### config.mk
export PLATFORM = sky130hd
export DESIGN_NAME = ram_arb_flat
export DESIGN_NICKNAME = d
export VERILOG_FILES = /design/src/rtl/cpu_pkg.sv /design/src/rtl/ram_arb_if.sv /design/src/rtl/ram_arb_rr_arb2.sv /design/src/rtl/ram_arb.sv /design/src/flat_wrapper.sv
export SDC_FILE = /design/constraint.sdc
export NUM_CORES = 1
export LEC_CHECK = 0
export ABC_CLOCK_PERIOD_IN_PS = 1700
export BUFFER_PORTS_ARGS = -buffer_cell sky130_fd_sc_hd__buf_2
export CAP_MARGIN = 20
export CORE_MARGIN = 2
export CORE_UTILIZATION = 40
export DETAILED_ROUTE_END_ITERATION = 8
export PLACE_DENSITY = 0.75
export RECOVER_POWER = 25
export SKIP_LAST_GASP = 1
export SLEW_MARGIN = 20
export SYNTH_ARGS = -nofsm -noshare
export SYNTH_HDL_FRONTEND = slang
export SYNTH_SLANG_ARGS = --single-unit
### constraint.sdc
create_clock -name clk -period 1.7 [get_ports clk]
set_input_delay 0.51 -clock clk [delete_from_list [all_inputs] [get_ports clk]]
set_output_delay 0.51 -clock clk [all_outputs]
set_load 0.005 [all_outputs]
### src/rtl/cpu_pkg.sv
// Shared CPU-side definitions: arbiter state encodings, port indices and default bus widths.
package cpu_pkg;

  typedef enum logic [1:0] {
    ARB_IDLE   = 2'd0,
    ARB_ACCESS = 2'd1,
    ARB_RESP   = 2'd2
  } arb_state_e;

  localparam logic PORT_CPU = 1'b0;
  localparam logic PORT_LDR = 1'b1;

  localparam int DEF_ADDR_W = 32;
  localparam int DEF_DATA_W = 32;

  // Access counter width; covers ACC_CYC up to 15.
  localparam int CNT_W = 4;

endpackage

### src/rtl/ram_arb_if.sv
// Requester and RAM-side bundle of the RAM arbiter.
interface ram_arb_if
  import cpu_pkg::*;
#(
  parameter int ADDR_W = DEF_ADDR_W,
  parameter int DATA_W = DEF_DATA_W
);
  // Handshake: a requester raises mX_req with we/addr/wdata stable and holds them
  // until mX_ack pulses for one cycle; mX_rdata is valid while mX_ack is high.
  logic              m0_req;
  logic              m0_we;
  logic [ADDR_W-1:0] m0_addr;
  logic [DATA_W-1:0] m0_wdata;
  logic [DATA_W-1:0] m0_rdata;
  logic              m0_ack;

  logic              m1_req;
  logic              m1_we;
  logic [ADDR_W-1:0] m1_addr;
  logic [DATA_W-1:0] m1_wdata;
  logic [DATA_W-1:0] m1_rdata;
  logic              m1_ack;

  logic              ram_cs;
  logic              ram_oe;
  logic              ram_we;
  logic [ADDR_W-1:0] ram_addr;
  logic [DATA_W-1:0] ram_wdata;
  logic [DATA_W-1:0] ram_rdata;

  modport slave (
    input  m0_req, m0_we, m0_addr, m0_wdata,
    output m0_rdata, m0_ack,
    input  m1_req, m1_we, m1_addr, m1_wdata,
    output m1_rdata, m1_ack,
    output ram_cs, ram_oe, ram_we, ram_addr, ram_wdata,
    input  ram_rdata
  );

  modport master (
    output m0_req, m0_we, m0_addr, m0_wdata,
    input  m0_rdata, m0_ack,
    output m1_req, m1_we, m1_addr, m1_wdata,
    input  m1_rdata, m1_ack,
    input  ram_cs, ram_oe, ram_we, ram_addr, ram_wdata,
    output ram_rdata
  );

endinterface

### src/rtl/ram_arb_rr_arb2.sv
// Two-requester round-robin picker: a lone requester wins, a tie goes to the port that was not last.
module rr_arb2
  import cpu_pkg::*;
(
  input  logic [1:0] req,
  input  logic       last,
  output logic       gnt,
  output logic       valid
);

  always_comb begin
    valid = |req;
    gnt   = PORT_CPU;
    case (req)
      2'b10:   gnt = PORT_LDR;
      2'b11:   gnt = ~last;
      default: gnt = PORT_CPU;
    endcase
  end

endmodule

### src/rtl/ram_arb.sv
// Shares one RAM between the CPU sequencer (port 0) and the loader/debug port (port 1).
// Each access: grant in IDLE, ACC_CYC strobed cycles, then a one-cycle ack in RESP.
module ram_arb
  import cpu_pkg::*;
#(
  parameter int ADDR_W  = DEF_ADDR_W,
  parameter int DATA_W  = DEF_DATA_W,
  parameter int ACC_CYC = 1
) (
  input  logic       clk,
  input  logic       rst,
  ram_arb_if.slave   bus,
  output arb_state_e dbg_state
);

  localparam logic [CNT_W-1:0] CNT_INIT = CNT_W'(ACC_CYC - 1);

  arb_state_e        state_q, state_d;
  logic [CNT_W-1:0]  cnt_q, cnt_d;
  logic              gnt_q, gnt_d;
  logic              last_q, last_d;
  logic              ram_cs_q, ram_cs_d;
  logic              ram_oe_q, ram_oe_d;
  logic              ram_we_q, ram_we_d;
  logic [ADDR_W-1:0] ram_addr_q, ram_addr_d;
  logic [DATA_W-1:0] ram_wdata_q, ram_wdata_d;
  logic [DATA_W-1:0] m0_rdata_q, m0_rdata_d;
  logic [DATA_W-1:0] m1_rdata_q, m1_rdata_d;
  logic              m0_ack_q, m0_ack_d;
  logic              m1_ack_q, m1_ack_d;

  logic pick_gnt;
  logic pick_valid;

  rr_arb2 u_pick (
    .req   ({bus.m1_req, bus.m0_req}),
    .last  (last_q),
    .gnt   (pick_gnt),
    .valid (pick_valid)
  );

  always_comb begin
    state_d     = state_q;
    cnt_d       = cnt_q;
    gnt_d       = gnt_q;
    last_d      = last_q;
    ram_cs_d    = ram_cs_q;
    ram_oe_d    = ram_oe_q;
    ram_we_d    = ram_we_q;
    ram_addr_d  = ram_addr_q;
    ram_wdata_d = ram_wdata_q;
    m0_rdata_d  = m0_rdata_q;
    m1_rdata_d  = m1_rdata_q;
    m0_ack_d    = 1'b0;
    m1_ack_d    = 1'b0;

    case (state_q)
      ARB_IDLE: begin
        ram_cs_d = 1'b0;
        ram_oe_d = 1'b0;
        ram_we_d = 1'b0;
        if (pick_valid) begin
          gnt_d       = pick_gnt;
          ram_addr_d  = (pick_gnt == PORT_LDR) ? bus.m1_addr  : bus.m0_addr;
          ram_wdata_d = (pick_gnt == PORT_LDR) ? bus.m1_wdata : bus.m0_wdata;
          ram_we_d    = (pick_gnt == PORT_LDR) ? bus.m1_we    : bus.m0_we;
          ram_oe_d    = ~ram_we_d;
          ram_cs_d    = 1'b1;
          cnt_d       = CNT_INIT;
          state_d     = ARB_ACCESS;
        end
      end

      ARB_ACCESS: begin
        if (cnt_q == '0) begin
          // RAM data is only guaranteed in the final strobed cycle.
          if (ram_oe_q) begin
            if (gnt_q == PORT_LDR) m1_rdata_d = bus.ram_rdata;
            else                   m0_rdata_d = bus.ram_rdata;
          end
          ram_cs_d = 1'b0;
          ram_oe_d = 1'b0;
          ram_we_d = 1'b0;
          m0_ack_d = (gnt_q == PORT_CPU);
          m1_ack_d = (gnt_q == PORT_LDR);
          state_d  = ARB_RESP;
        end else begin
          cnt_d = cnt_q - 1'b1;
        end
      end

      ARB_RESP: begin
        last_d  = gnt_q;
        state_d = ARB_IDLE;
      end

      default: state_d = ARB_IDLE;
    endcase
  end

  always_ff @(posedge clk) begin
    if (rst) begin
      state_q     <= ARB_IDLE;
      cnt_q       <= '0;
      gnt_q       <= PORT_CPU;
      last_q      <= PORT_LDR;
      ram_cs_q    <= 1'b0;
      ram_oe_q    <= 1'b0;
      ram_we_q    <= 1'b0;
      ram_addr_q  <= '0;
      ram_wdata_q <= '0;
      m0_rdata_q  <= '0;
      m1_rdata_q  <= '0;
      m0_ack_q    <= 1'b0;
      m1_ack_q    <= 1'b0;
    end else begin
      state_q     <= state_d;
      cnt_q       <= cnt_d;
      gnt_q       <= gnt_d;
      last_q      <= last_d;
      ram_cs_q    <= ram_cs_d;
      ram_oe_q    <= ram_oe_d;
      ram_we_q    <= ram_we_d;
      ram_addr_q  <= ram_addr_d;
      ram_wdata_q <= ram_wdata_d;
      m0_rdata_q  <= m0_rdata_d;
      m1_rdata_q  <= m1_rdata_d;
      m0_ack_q    <= m0_ack_d;
      m1_ack_q    <= m1_ack_d;
    end
  end

  assign bus.ram_cs    = ram_cs_q;
  assign bus.ram_oe    = ram_oe_q;
  assign bus.ram_we    = ram_we_q;
  assign bus.ram_addr  = ram_addr_q;
  assign bus.ram_wdata = ram_wdata_q;
  assign bus.m0_rdata  = m0_rdata_q;
  assign bus.m1_rdata  = m1_rdata_q;
  assign bus.m0_ack    = m0_ack_q;
  assign bus.m1_ack    = m1_ack_q;
  assign dbg_state     = state_q;

endmodule

### src/flat_wrapper.sv
// flat-port wrapper written by rule: the top's interface ports become plain ports
module ram_arb_flat import cpu_pkg::*;
#(
  parameter int ADDR_W  = DEF_ADDR_W,
  parameter int DATA_W  = DEF_DATA_W,
  parameter int ACC_CYC = 1
)
  (clk, rst, dbg_state, bus_m0_req, bus_m0_we, bus_m0_addr, bus_m0_wdata, bus_m0_rdata, bus_m0_ack, bus_m1_req, bus_m1_we, bus_m1_addr, bus_m1_wdata, bus_m1_rdata, bus_m1_ack, bus_ram_cs, bus_ram_oe, bus_ram_we, bus_ram_addr, bus_ram_wdata, bus_ram_rdata);
  ram_arb_if #(.ADDR_W(ADDR_W), .DATA_W(DATA_W)) bus_i ();
  input  logic clk;
  input  logic rst;
  output arb_state_e dbg_state;
  input wire logic [$bits(bus_i.m0_req)-1:0] bus_m0_req;
  input wire logic [$bits(bus_i.m0_we)-1:0] bus_m0_we;
  input wire logic [$bits(bus_i.m0_addr)-1:0] bus_m0_addr;
  input wire logic [$bits(bus_i.m0_wdata)-1:0] bus_m0_wdata;
  output wire logic [$bits(bus_i.m0_rdata)-1:0] bus_m0_rdata;
  output wire logic [$bits(bus_i.m0_ack)-1:0] bus_m0_ack;
  input wire logic [$bits(bus_i.m1_req)-1:0] bus_m1_req;
  input wire logic [$bits(bus_i.m1_we)-1:0] bus_m1_we;
  input wire logic [$bits(bus_i.m1_addr)-1:0] bus_m1_addr;
  input wire logic [$bits(bus_i.m1_wdata)-1:0] bus_m1_wdata;
  output wire logic [$bits(bus_i.m1_rdata)-1:0] bus_m1_rdata;
  output wire logic [$bits(bus_i.m1_ack)-1:0] bus_m1_ack;
  output wire logic [$bits(bus_i.ram_cs)-1:0] bus_ram_cs;
  output wire logic [$bits(bus_i.ram_oe)-1:0] bus_ram_oe;
  output wire logic [$bits(bus_i.ram_we)-1:0] bus_ram_we;
  output wire logic [$bits(bus_i.ram_addr)-1:0] bus_ram_addr;
  output wire logic [$bits(bus_i.ram_wdata)-1:0] bus_ram_wdata;
  input wire logic [$bits(bus_i.ram_rdata)-1:0] bus_ram_rdata;
  assign bus_i.m0_req = bus_m0_req;
  assign bus_i.m0_we = bus_m0_we;
  assign bus_i.m0_addr = bus_m0_addr;
  assign bus_i.m0_wdata = bus_m0_wdata;
  assign bus_m0_rdata = bus_i.m0_rdata;
  assign bus_m0_ack = bus_i.m0_ack;
  assign bus_i.m1_req = bus_m1_req;
  assign bus_i.m1_we = bus_m1_we;
  assign bus_i.m1_addr = bus_m1_addr;
  assign bus_i.m1_wdata = bus_m1_wdata;
  assign bus_m1_rdata = bus_i.m1_rdata;
  assign bus_m1_ack = bus_i.m1_ack;
  assign bus_ram_cs = bus_i.ram_cs;
  assign bus_ram_oe = bus_i.ram_oe;
  assign bus_ram_we = bus_i.ram_we;
  assign bus_ram_addr = bus_i.ram_addr;
  assign bus_ram_wdata = bus_i.ram_wdata;
  assign bus_i.ram_rdata = bus_ram_rdata;
  ram_arb #(.ADDR_W(ADDR_W), .DATA_W(DATA_W), .ACC_CYC(ACC_CYC)) u_core (.clk(clk), .rst(rst), .bus(bus_i), .dbg_state(dbg_state));
endmodule
==> impl_results.rst, run 1 <==
.. list-table::
   :header-rows: 1

   * - Metric
     - Value
   * - Worst skew pair latency
     - 0.42 ns
   * - Vias after detailed routing
     - about 5600
   * - Worst EP required
     - between 1.5 and 2 ns
   * - GRT Overall Usage
     - approximately 22%
   * - Starting density of the core
     - 41.3%
   * - Pleak
     - 3.55 nW
   * - Hold buffer count at CTS
     - 0
   * - Synthesized instance count
     - 567
   * - Number of antenna violations at the first check in global routing
     - 0
   * - Comb pwr share
     - around an eighth
   * - Portion of synthesized cell area occupied by the leading cell type
     - between 40% and 50%
   * - Worst-path maximum fanout
     - just over 40
   * - Clock network fraction of total power
     - 45.5%
   * - Hold-critical path endpoint
     - u_core.bus.m0_rdata[24]
   * - Total chip power
     - between 8 and 9 mW
   * - FP Rows
     - 43
   * - Synthesized flop and latch total
     - between 100 and 150
   * - Overflow left after global routing
     - 0
   * - Number of placed I/O pins
     - around 300
   * - Synthesis-to-layout area growth
     - 43.4%
   * - Count of endpoints failing hold in the final timing report
     - 0
   * - Pin slew with the least headroom to its limit
     - approximately 0.44 ns
   * - Worst Hold Launch
     - bus_ram_rdata[24]
   * - Routability Congestion
     - roughly 0.85
   * - Sequential-to-total area share from yosys stat
     - about half
   * - Slew Limit Fails
     - 0
   * - Launch instance of the worst register-to-register path
     - u_core.cnt_q[1]
   * - CP Launch Type
     - flip-flop
   * - Net count after synthesis
     - 734
   * - Class of the most critical hold timing path
     - primary input to flip-flop
   * - Die outline area
     - approximately 15000 um^2
   * - Drt via density
     - about 5.3
   * - Final Setup Violations
     - 0
   * - Post-Route Utilization
     - ~59%
   * - Setup TNS
     - 0 ns
   * - Diode insertion count for antenna repair
     - 0
   * - Initial DRC Count
     - between 200 and 300
   * - Cell area after technology mapping
     - roughly 5800 um^2
   * - Power Internal
     - roughly 6.6 mW
   * - Mean post-synth cell area
     - approximately 10 um^2
   * - Switching share of power
     - between 20% and 30%
   * - Synth async-reset ratio
     - 0%
   * - Peak supply drop
     - a little under 700 uV
   * - Synthesis warning total
     - 0
   * - Minimum clock period
     - ~1.6 ns
   * - Number of buffer cells added on primary ports
     - 300
   * - Worst reg-to-reg path cell count
     - 6
   * - Num Clock Sinks
     - approximately 140
   * - Number of global-route vias before repair
     - 5442
   * - Wirelength per Cell
     - around 17 um
   * - Post-detailed-route count of antenna-violating nets
     - 0
   * - Worst hold path depth
     - 3
   * - Setup repair after global routing missed its margin
     - no
   * - Fmax achieved
     - between 600 and 700 MHz
   * - Nets
     - approximately 1000
   * - Worst slack on hold paths
     - 0.349 ns
   * - Net Sw Power
     - about 2.1 mW
   * - End of the worst register-to-register path
     - u_core.bus.m1_rdata[1]
   * - Horizontal extent of the die
     - around 120 um
   * - Cell area after layout
     - 8300 um^2
   * - Clock slew at reported path FFs
     - roughly 0.060 ns
   * - CTS tree
     - done
   * - Power density of the placed cells
     - 1050 nW/um^2
   * - Ranking of synthesized cells by instance count
     - sky130_fd_sc_hd__dfxtp_1, sky130_fd_sc_hd__a21oi_1, sky130_fd_sc_hd__o21ai_0
   * - Core area
     - ~14000 um^2
   * - Total detailed-routing wirelength
     - 17.8 mm
   * - CTS H-tree lvls
     - 4
   * - Category of the most critical setup path
     - flip-flop to flip-flop
   * - Cell accounting for the most synthesized area
     - sky130_fd_sc_hd__dfxtp_1
   * - CTS Buf Count
     - 17
   * - Relative max-transition margin
     - a little over two thirds
   * - Sequential group share of total power
     - 41.7%
   * - Total cell area at the placement stage
     - a little under 8000 um^2
   * - Fin crit share
     - between 90 and 100%
   * - Number of enable flip-flop cells after synthesis
     - 0
   * - DP HPWL
     - between 10 and 15 mm
   * - Outcome
     - complete, no violations
   * - DRC Markers
     - 0
   * - Clock tree skew after final layout
     - around 0.0060 ns
   * - Layout cell share with drive strength beyond 1
     - between 40% and 50%
   * - Slack of the worst reg-to-reg path
     - slightly above 0.08 ns
   * - Buffer levels on the longest clock path
     - 2
   * - Most used standard cell by instance count after synthesis
     - sky130_fd_sc_hd__dfxtp_1
   * - Worst setup EP type
     - flip-flop
   * - Max Cap Violations
     - 0
   * - Most used flip-flop cell after synthesis
     - sky130_fd_sc_hd__dfxtp_1
   * - Maximum number of pins on one net before global-route repair
     - between 70 and 80
   * - Largest cells by area after synthesis
     - sky130_fd_sc_hd__dfxtp_1, sky130_fd_sc_hd__mux2i_1, sky130_fd_sc_hd__o2bb2ai_2, sky130_fd_sc_hd__a21oi_1, sky130_fd_sc_hd__o21ai_0
   * - Root buffer cell
     - sky130_fd_sc_hd__clkbuf_16
   * - Arrival @ worst endpoint
     - roughly 1.9 ns
   * - Y dimension of the die
     - about 120 um
   * - Count of distinct cell types in the synthesized netlist
     - 39
   * - Number of optimization iterations in the first detailed-route pass
     - 5
   * - Global-route wire length before repair
     - between 20 and 30 mm
[worst max-delay path by stage]
stage | from | endpoint | slack, ns
after detailed placement | u_core.cnt_q[1] | u_core.bus.m0_rdata[21] | -0.05
after global placement | bus_m0_req | u_core.bus.ram_addr[0] | 0.05
after global routing | u_core.cnt_q[1] | u_core.bus.m1_rdata[1] | 0.004
after CTS | u_core.cnt_q[1] | u_core.bus.m1_rdata[1] | -0.004
final | u_core.cnt_q[1] | u_core.bus.m1_rdata[1] | 0.08
after floorplan | u_core.cnt_q[0] | u_core.bus.m0_rdata[10] | 0.04
[cell families after synthesis]
kind of cell / count (synthesis) / share of synthesized area [%]
buffers and inverters: 62 / 5.00
muxes: 65 / 11.3
DFF: 141 / 48.8
AOI/OAI and AO/OA: 208 / 26.0
adders and majority gates: 1 / 0.216
and+or+nand+nor: 90 / 8.70
[through the flow]
stage          std cells  setup WS, ns
2_1_floorplan        567        0.0377
3_3_place_gp        1025        0.0521
3_5_place_dp        1025       -0.0458
4_1_cts             1057      -0.00380
5_1_grt             1057       0.00363
6_report            1057        0.0814
[state kept, by name, summed over array words and instances, names as in the netlist]
signal	count
u_core.bus.ram_wdata	32
u_core.last_q	1
u_core.bus.m1_rdata	32
u_core.bus.ram_cs	1
u_core.bus.ram_we	1
u_core.bus.m1_ack	1
u_core.dbg_state	2
u_core.bus.m0_rdata	32
u_core.bus.ram_addr	32
u_core.gnt_q	1
u_core.bus.ram_oe	1
u_core.bus.m0_ack	1
u_core.cnt_q	4
[final cells by class]
type	count	area (um^2)
Inverter	4	15.0
Clock buffer	19	443
Tap cell	180	225
Fill cell	1252	5690
Timing Repair Buffer	336	1890
Clock inverter	13	190
Sequential cell	141	2820
Multi-Input combinational cell	364	2710
[worst max-delay path, cell delays in order (launching register included)]
cell and delay, ns:
sky130_fd_sc_hd__dfxtp_1 0.32, sky130_fd_sc_hd__inv_1 0.06, sky130_fd_sc_hd__ha_1 0.18, sky130_fd_sc_hd__or3b_4 0.44, sky130_fd_sc_hd__buf_12 0.19, sky130_fd_sc_hd__o21ai_0 0.21, sky130_fd_sc_hd__a21oi_1 0.09
[what timing repair did]
item                                    CTS  global route
endpoints found under the setup margin    6            66
gates resized for setup                   3             2
buffers inserted                          0             0
[power groups by stage]
stage          clock (mW)  sequential (mW)  combinational, mW
6_report             3.95             3.62               1.12
5_1_grt              4.16             3.65               1.20
4_1_cts              4.02             3.62               1.14
3_5_place_dp            0             3.69               1.14
3_3_place_gp            0             3.69               1.12
2_1_floorplan           0             3.70              0.505
[layer usage]
layer / share of wire (%) / GRT usage [%] / routed length [um] / vias up
met4: 2.9 / 9.39 / 525 / 0
met1: 42 / 27.6 / 7550 / 2634
met3: 5.4 / 5.12 / 971 / 44
met2: 49 / 37.5 / 8770 / 198
li1: - / - / - / 2705
met5: 0 / 0 / 0 / -
[layout by cell type, fill, tap and decap left out, types with 2 or more instances in the layout]
master / netlist / final
sky130_fd_sc_hd__buf_2: 15 / 263
sky130_fd_sc_hd__dfxtp_1: 141 / 141
sky130_fd_sc_hd__a21oi_1: 68 / 68
sky130_fd_sc_hd__mux2i_1: 65 / 65
sky130_fd_sc_hd__nand3_1: 64 / 64
sky130_fd_sc_hd__o21ai_0: 66 / 64
sky130_fd_sc_hd__clkbuf_1: 35 / 39
sky130_fd_sc_hd__o2bb2ai_1: 35 / 35
sky130_fd_sc_hd__o2bb2ai_2: 30 / 30
sky130_fd_sc_hd__buf_4: 0 / 21
sky130_fd_sc_hd__clkbuf_16: 0 / 17
sky130_fd_sc_hd__buf_12: 0 / 13
sky130_fd_sc_hd__inv_1: 4 / 4
sky130_fd_sc_hd__clkinvlp_4: 0 / 4
sky130_fd_sc_hd__bufinv_16: 0 / 4
sky130_fd_sc_hd__nor2b_1: 3 / 3
sky130_fd_sc_hd__nand2b_1: 3 / 3
sky130_fd_sc_hd__clkinv_4: 0 / 3
sky130_fd_sc_hd__o21ai_1: 0 / 2
sky130_fd_sc_hd__nand4b_1: 2 / 2
sky130_fd_sc_hd__o221ai_1: 2 / 2
sky130_fd_sc_hd__or3_1: 2 / 2
sky130_fd_sc_hd__nor4_1: 2 / 2
sky130_fd_sc_hd__nor3_1: 2 / 2
Note: power is estimated with default switching activity, not from simulation.
==> run 2, diff against run 1 <==
- RECOVER_POWER: 25 -> unset
==> run 2 against run 1 <==
Effect of this change: total power hardly changed; worst setup slack hardly changed; sequential power hardly changed; global-route usage stayed put; flip-flop and latch count stayed put; via count hardly changed; highest routed layer unchanged.
==> impl_results.rst, run 2 (synthesis gave the netlist of run 1 again) <==
.. list-table::
   :header-rows: 1

   * - Metric
     - Value
   * - Launch instance of the worst register-to-register path
     - u_core.cnt_q[1]
   * - CTS Buf Count
     - 17 (unchanged)
   * - Vias after detailed routing
     - 5582 (+0.018%)
   * - Capturing element of the worst setup path
     - u_core.bus.m1_rdata[1]
   * - Pleak
     - 3.71 nW (+4.6%)
   * - Total detailed-routing wirelength
     - 17.8 mm (-0.16%)
   * - Arrival @ worst endpoint
     - 1.91 ns (about the same)
   * - Horizontal extent of the die
     - 124 um (unchanged)
   * - Num Clock Sinks
     - 141 (unchanged)
   * - Core area
     - 14000 um^2 (unchanged)
   * - Class of the most critical hold timing path
     - primary input to flip-flop
   * - CTS H-tree lvls
     - 4 (unchanged)
   * - Diode insertion count for antenna repair
     - 0 (unchanged)
   * - Slack of the worst reg-to-reg path
     - 0.08 ns (about the same)
   * - CP Launch Type
     - flip-flop
   * - Fin crit share
     - 95.2% (about the same)
   * - Starting density of the core
     - 41.3% (unchanged)
   * - Root buffer cell
     - sky130_fd_sc_hd__clkbuf_16
   * - Setup slack after placement
     - -0.0458 ns (unchanged)
   * - CP Cell Sequence
     - inv_1 -> ha_1 -> or3b_4 -> buf_12 -> o21ai_0 -> a21oi_1
   * - Synthesis-to-layout area growth
     - 44.4%
   * - Wirelength per Cell
     - 16.8 um (-0.16%)
   * - Y dimension of the die
     - 124 um (unchanged)
   * - CTS tree
     - done
   * - CP Depth
     - 6 (unchanged)
   * - Worst slack on hold paths
     - 0.355 ns (+0.00575 ns)
   * - GRT Overall Usage
     - 22.4% (unchanged)
   * - Buffers & Inverters on Critical Path
     - 2 (unchanged)
   * - Max Cap Violations
     - 0 (unchanged)
   * - Critical path's slowest cell
     - sky130_fd_sc_hd__or3b_4
   * - Buffer levels on the longest clock path
     - 2 (unchanged)
   * - Outcome
     - complete, no violations
   * - Cell family with most CP delay
     - simple AND/OR/NAND/NOR gates
   * - Category of the most critical setup path
     - flip-flop to flip-flop
   * - Die outline area
     - 15400 um^2 (unchanged)
   * - Final Setup Violations
     - 0 (unchanged)
   * - Number of antenna violations at the first check in global routing
     - 0 (unchanged)
   * - Top library cells by usage in the layout, fill and taps aside
     - sky130_fd_sc_hd__buf_2, sky130_fd_sc_hd__dfxtp_1, sky130_fd_sc_hd__a21oi_1, sky130_fd_sc_hd__mux2i_1
   * - Post-detailed-route count of antenna-violating nets
     - 0 (unchanged)
   * - Worst setup EP type
     - flip-flop
   * - Global-route wire length before repair
     - 28.1 mm (unchanged)
   * - DRC Markers
     - 0 (unchanged)
   * - Number of placed I/O pins
     - 301 (unchanged)
   * - Final WS setup
     - 0.0816 ns (+0.000227 ns)
   * - Worst skew pair latency
     - 0.42 ns (about the same)
   * - Routability Congestion
     - 0.849 (unchanged)
   * - Fmax achieved
     - 618 MHz (about the same)
   * - Initial DRC Count
     - 331 (+17%)
   * - DP HPWL
     - 12.8 mm (unchanged)
   * - Clock tree skew after final layout
     - 0.00550 ns (-0.000491 ns)
   * - Slew Limit Fails
     - 0 (unchanged)
   * - Setup repair after global routing missed its margin
     - no
   * - Layout cell share with drive strength beyond 1
     - 46.2% (+4.3 points)
   * - Relative max-transition margin
     - 70.7% (about the same)
   * - Number of global-route vias before repair
     - 5442 (unchanged)
   * - Number of optimization iterations in the first detailed-route pass
     - 5 (unchanged)
   * - Pin slew with the least headroom to its limit
     - 0.440 ns (-0.0000634 ns)
   * - Critical path origin
     - u_core.cnt_q[1]
   * - Count of endpoints failing hold in the final timing report
     - 0 (unchanged)
   * - Power density of the placed cells
     - 1040 nW/um^2 (-0.71%)
   * - Peak supply drop
     - 680 uV (-1.9%)
   * - Nets
     - 1031 (unchanged)
   * - Worst-path maximum fanout
     - 41 (unchanged)
   * - Worst EP required
     - 1.99 ns (about the same)
   * - Minimum clock period
     - 1.62 ns (-0.000227 ns)
   * - Clock slew at reported path FFs
     - 0.06 ns (about the same)
   * - Worst reg-to-reg path cell count
     - 6 (unchanged)
   * - CP max stage delay
     - 0.44 ns (about the same)
   * - FP Rows
     - 43 (unchanged)
   * - Most frequent standard cell in the layout excluding fill and tap cells
     - sky130_fd_sc_hd__buf_2
   * - Maximum number of pins on one net before global-route repair
     - 76 (unchanged)
   * - Overflow left after global routing
     - 0 (unchanged)
   * - Number of buffer cells added on primary ports
     - 300 (unchanged)
   * - End of the worst register-to-register path
     - u_core.bus.m1_rdata[1]
   * - Drt via density
     - 5.28 (about the same)
-- run 2: cell count changes in the layout (fill, tap and decap cells not counted), sizes merged --
cell    change
buf        +38
clkbuf     -38
-- run 2: how the worst min path moves through the flow --
stage,from,end,slack (ns),cells past startpoint
detailed placement,u_core.bus.ram_addr[31],u_core.bus.ram_addr[31],0.44,1
floorplan,u_core.bus.ram_addr[0],u_core.bus.ram_addr[0],0.46,1
global route,bus_m0_addr[9],u_core.bus.ram_addr[9],0.35,3
CTS,bus_ram_rdata[24],u_core.bus.m1_rdata[24],0.34,3
global placement,u_core.bus.ram_addr[22],u_core.bus.ram_addr[22],0.44,1
finish,bus_ram_rdata[0],u_core.bus.m1_rdata[0],0.35,3
-- run 2: routing by layer --
metal	vias to the layer above	GRT usage, %	routed length, um
met4	0	9.39	537
li1	2705	-	-
met3	45	5.12	956
met2	197	37.5	8810
met1	2635	27.6	7490
met5	-	0	0
-- run 2: metrics by stage --
stage / std cells / total power [mW] / TNS, ns / area (um^2) / utilization (%)
2_1_floorplan: 567 / 4.21 / 0 / 5780 / -
3_3_place_gp: 1025 / 4.80 / 0 / 7710 / 55.1
3_5_place_dp: 1025 / 4.82 / -0.0458 / 7710 / 55.1
4_1_cts: 1057 / 8.78 / -0.00380 / 8340 / 59.6
5_1_grt: 1057 / 9.02 / 0 / 8350 / 59.7
6_report: 1057 / 8.69 / 0 / 8350 / 59.7
-- run 2: layout make-up --
type / count / area (um^2)
Tap cell: 180 / 225
Inverter: 4 / 15.0
Multi-Input combinational cell: 364 / 2720
Fill cell: 1224 / 5640
Timing Repair Buffer: 336 / 1940
Clock inverter: 13 / 190
Sequential cell: 141 / 2820
Clock buffer: 19 / 443
-- run 2: repair_timing --
action	CTS	global route
pin swaps	0	0
gates resized for setup	3	2
setup buffers	0	0
setup endpoints to repair	6	66
hold buffers	0	0
-- run 2: power by group --
| group | internal, mW | leakage, nW | total (mW) | switching [mW] |
|---|---|---|---|---|
| logic | 0.580 | 2.27 | 1.13 | 0.549 |
| clock network | 2.50 | 0.296 | 3.94 | 1.44 |
| registers | 3.50 | 1.15 | 3.62 | 0.119 |
-- run 2: worst min-delay path: cells and delay by family --
kind,cells,cell delay (ns)
buf+inv,1,0.10
compound gates,1,0.05
simple gates,1,0.05
==> run 3, diff against run 2 <==
- PLACE_DENSITY: 0.75 -> 0.76
==> run 3 against run 2 <==
Effect of this change: the flow now finishes with violations (negative setup slack); critical path depth stayed put; register-to-register slack worse by 0.097 ns; global-route usage shrank 0.73 points; worst setup slack lost 0.097 ns; largest cell class unchanged; sequential share of layout area is essentially flat.
==> impl_results.rst, run 3 (synthesis gave the netlist of run 1 again) <==
.. list-table::
   :header-rows: 1

   * - Metric
     - Value
   * - Number of antenna violations at the first check in global routing
     - 0 (unchanged)
   * - Number of optimization iterations in the first detailed-route pass
     - 5 (unchanged)
   * - Routability Congestion
     - 0.894 (+5.3%)
   * - Relative max-transition margin
     - 71.8% (+1.1 points)
   * - Diode insertion count for antenna repair
     - 0 (unchanged)
   * - # placed instances
     - 1017 (-0.78%)
   * - FP Rows
     - 43 (unchanged)
   * - Synthesis-to-layout area growth
     - 44.5% (about the same)
   * - Post-detailed-route count of antenna-violating nets
     - 0 (unchanged)
   * - Worst Hold Launch
     - bus_ram_rdata[26]
   * - Final Non-Filler Cells
     - 1054 (-0.28%)
   * - Most frequent standard cell in the layout excluding fill and tap cells
     - sky130_fd_sc_hd__buf_2
   * - Power density of the placed cells
     - 1020 nW/um^2 (-1.9%)
   * - Core area
     - 14000 um^2 (unchanged)
   * - GRT Overall Usage
     - 21.6% (-0.73 points)
   * - Slack of the worst reg-to-reg path
     - -0.02 ns (-0.10 ns)
   * - Buffers & Inverters on Critical Path
     - 2 (unchanged)
   * - Pin slew with the least headroom to its limit
     - 0.411 ns (-0.0282 ns)
   * - Peak supply drop
     - 579 uV (-15%)
   * - Pleak
     - 3.71 nW (-0.21%)
   * - DP HPWL
     - 12.1 mm (-5.6%)
   * - Worst reg-to-reg path cell count
     - 6 (unchanged)
   * - CTS H-tree lvls
     - 4 (unchanged)
   * - Cell area after layout
     - 8360 um^2 (about the same)
   * - Setup TNS
     - -0.0150 ns (-0.0150 ns)
   * - CTS tree
     - done
   * - Clock slew at reported path FFs
     - 0.06 ns (about the same)
   * - Root buffer cell
     - sky130_fd_sc_hd__clkbuf_16
   * - Drt via density
     - 5.35 (+1.2%)
   * - Total cell area at the placement stage
     - 7620 um^2 (-1.1%)
   * - Number of placed I/O pins
     - 301 (unchanged)
   * - CP max stage delay
     - 0.41 ns (-0.03 ns)
   * - Setup repair after global routing missed its margin
     - yes
   * - Slew Limit Fails
     - 0 (unchanged)
   * - DRC Markers
     - 0 (unchanged)
   * - Worst EP required
     - 1.99 ns (about the same)
   * - Total detailed-routing wirelength
     - 17.9 mm (+0.66%)
   * - Maximum number of pins on one net before global-route repair
     - 76 (unchanged)
   * - Number of fill cells
     - 1250 (+2.1%)
   * - Max Cap Violations
     - 0 (unchanged)
   * - Setup slack after placement
     - 0.0124 ns (+0.0582 ns)
   * - Die outline area
     - 15400 um^2 (unchanged)
   * - CP Launch Type
     - flip-flop
   * - Y dimension of the die
     - 124 um (unchanged)
   * - Hold-critical path endpoint
     - u_core.bus.m0_rdata[26]
   * - Outcome
     - finished, violations left
   * - Num Clock Sinks
     - 141 (unchanged)
   * - Overflow left after global routing
     - 0 (unchanged)
   * - Global-route wire length before repair
     - 27.3 mm (-2.7%)
   * - Initial DRC Count
     - 478 (+44%)
   * - Fmax achieved
     - 583 MHz (-5.6%)
   * - Nets
     - 1030 (-0.097%)
   * - Clock tree skew after final layout
     - 0.00498 ns (-0.000523 ns)
   * - Top library cells by usage in the layout, fill and taps aside
     - sky130_fd_sc_hd__buf_2, sky130_fd_sc_hd__dfxtp_1, sky130_fd_sc_hd__mux2i_1, sky130_fd_sc_hd__nand3_1, sky130_fd_sc_hd__a21oi_1
   * - Class of the most critical hold timing path
     - primary input to flip-flop
   * - Number of global-route vias before repair
     - 5263 (-3.3%)
   * - Critical path's slowest cell
     - sky130_fd_sc_hd__or3b_4
   * - Worst hold path depth
     - 3 (unchanged)
   * - Cell family with most CP delay
     - simple AND/OR/NAND/NOR gates
   * - CP Cell Sequence
     - inv_1 -> ha_2 -> or3b_4 -> buf_12 -> o21ai_0 -> a21oi_2
   * - Final WS setup
     - -0.0150 ns (-0.0966 ns)
   * - Violated checks
     - negative setup slack
   * - Vias after detailed routing
     - 5634 (+0.93%)
   * - Starting density of the core
     - 41.3% (unchanged)
   * - Worst slack on hold paths
     - 0.358 ns (+0.00371 ns)
   * - Final Setup Violations
     - 1 (+1)
   * - Count of endpoints failing hold in the final timing report
     - 0 (unchanged)
   * - Launch instance of the worst register-to-register path
     - u_core.cnt_q[0]
   * - End of the worst register-to-register path
     - u_core.bus.m1_rdata[24]
   * - Fin crit share
     - 101% (+5.7 points)
   * - Worst setup EP type
     - flip-flop
   * - Number of buffer cells added on primary ports
     - 300 (unchanged)
   * - Worst-path maximum fanout
     - 64 (+56%)
   * - CTS Buf Count
     - 17 (unchanged)
   * - Category of the most critical setup path
     - flip-flop to flip-flop
   * - Buffer levels on the longest clock path
     - 2 (unchanged)
   * - Horizontal extent of the die
     - 124 um (unchanged)
   * - Minimum clock period
     - 1.72 ns (+0.0966 ns)
   * - Arrival @ worst endpoint
     - 2.00 ns (+0.09 ns)
   * - Wirelength per Cell
     - 17.0 um (+0.94%)
   * - Layout cell share with drive strength beyond 1
     - 47.1% (+0.96 points)
   * - Worst skew pair latency
     - 0.41 ns (about the same)
run 3: cell types whose count changed in the layout (fill, tap and decap cells not counted), sizes merged:
cell,delta
clkinv,-2
bufinv,-1
clkbuf,+2
buf,-2
run 3: how the worst max path moves through the flow:
stage,start,endpoint,slack [ns],cells after the start
after floorplan,u_core.cnt_q[0],u_core.bus.m0_rdata[10],0.04,7
after global placement,bus_m0_req,u_core.bus.ram_wdata[26],0.03,6
after detailed placement,bus_m0_req,u_core.bus.ram_wdata[26],0.01,6
after CTS,u_core.cnt_q[0],u_core.bus.m1_rdata[28],0.007,6
after global routing,u_core.cnt_q[0],u_core.bus.m1_rdata[24],-0.07,6
final,u_core.cnt_q[0],u_core.bus.m1_rdata[24],-0.02,6
run 3: cell type report:
class                      instances  area (um^2)  share of cell area, %
sequential                       141         2820                   33.8
multi-input combinational        364         2750                   32.9
timing repair buffer             335         1940                   23.2
clock buffer                      20          467                   5.59
tap                              180          225                   2.70
clock inverter                    10          139                   1.66
inverter                           4         15.0                  0.180
run 3: where the power goes:
group	internal [mW]	switching, mW
logic	0.565	0.541
registers	3.50	0.116
clock network	2.41	1.40
run 3: worst register-to-register path, cell delays in order (launching register included):
cell	delay, ns
sky130_fd_sc_hd__dfxtp_2	0.33
sky130_fd_sc_hd__inv_1	0.06
sky130_fd_sc_hd__ha_2	0.19
sky130_fd_sc_hd__or3b_4	0.41
sky130_fd_sc_hd__buf_12	0.20
sky130_fd_sc_hd__o21ai_0	0.31
sky130_fd_sc_hd__a21oi_2	0.09
run 3: stage by stage:
stage / total power, mW / util [%]
final: 8.53 / 59.7
after global routing: 8.85 / 59.7
after CTS: 8.61 / 58.8
after detailed placement: 4.79 / 54.5
after global placement: 4.78 / 54.5
after floorplan: 4.21 / -
run 3: timing repair:
item	4_1_cts	5_1_grt
hold buffers	0	0
setup buffers	0	3
resized for setup	0	24
endpoints found under the setup margin	0	66
run 3: per-layer routing:
layer	GRT usage (%)	wire [um]	up-vias
li1	-	-	2703
met1	27.8	7680	2672
met2	35.4	8740	223
met3	4.82	1030	36
met4	8.59	458	0
met5	0	0	-
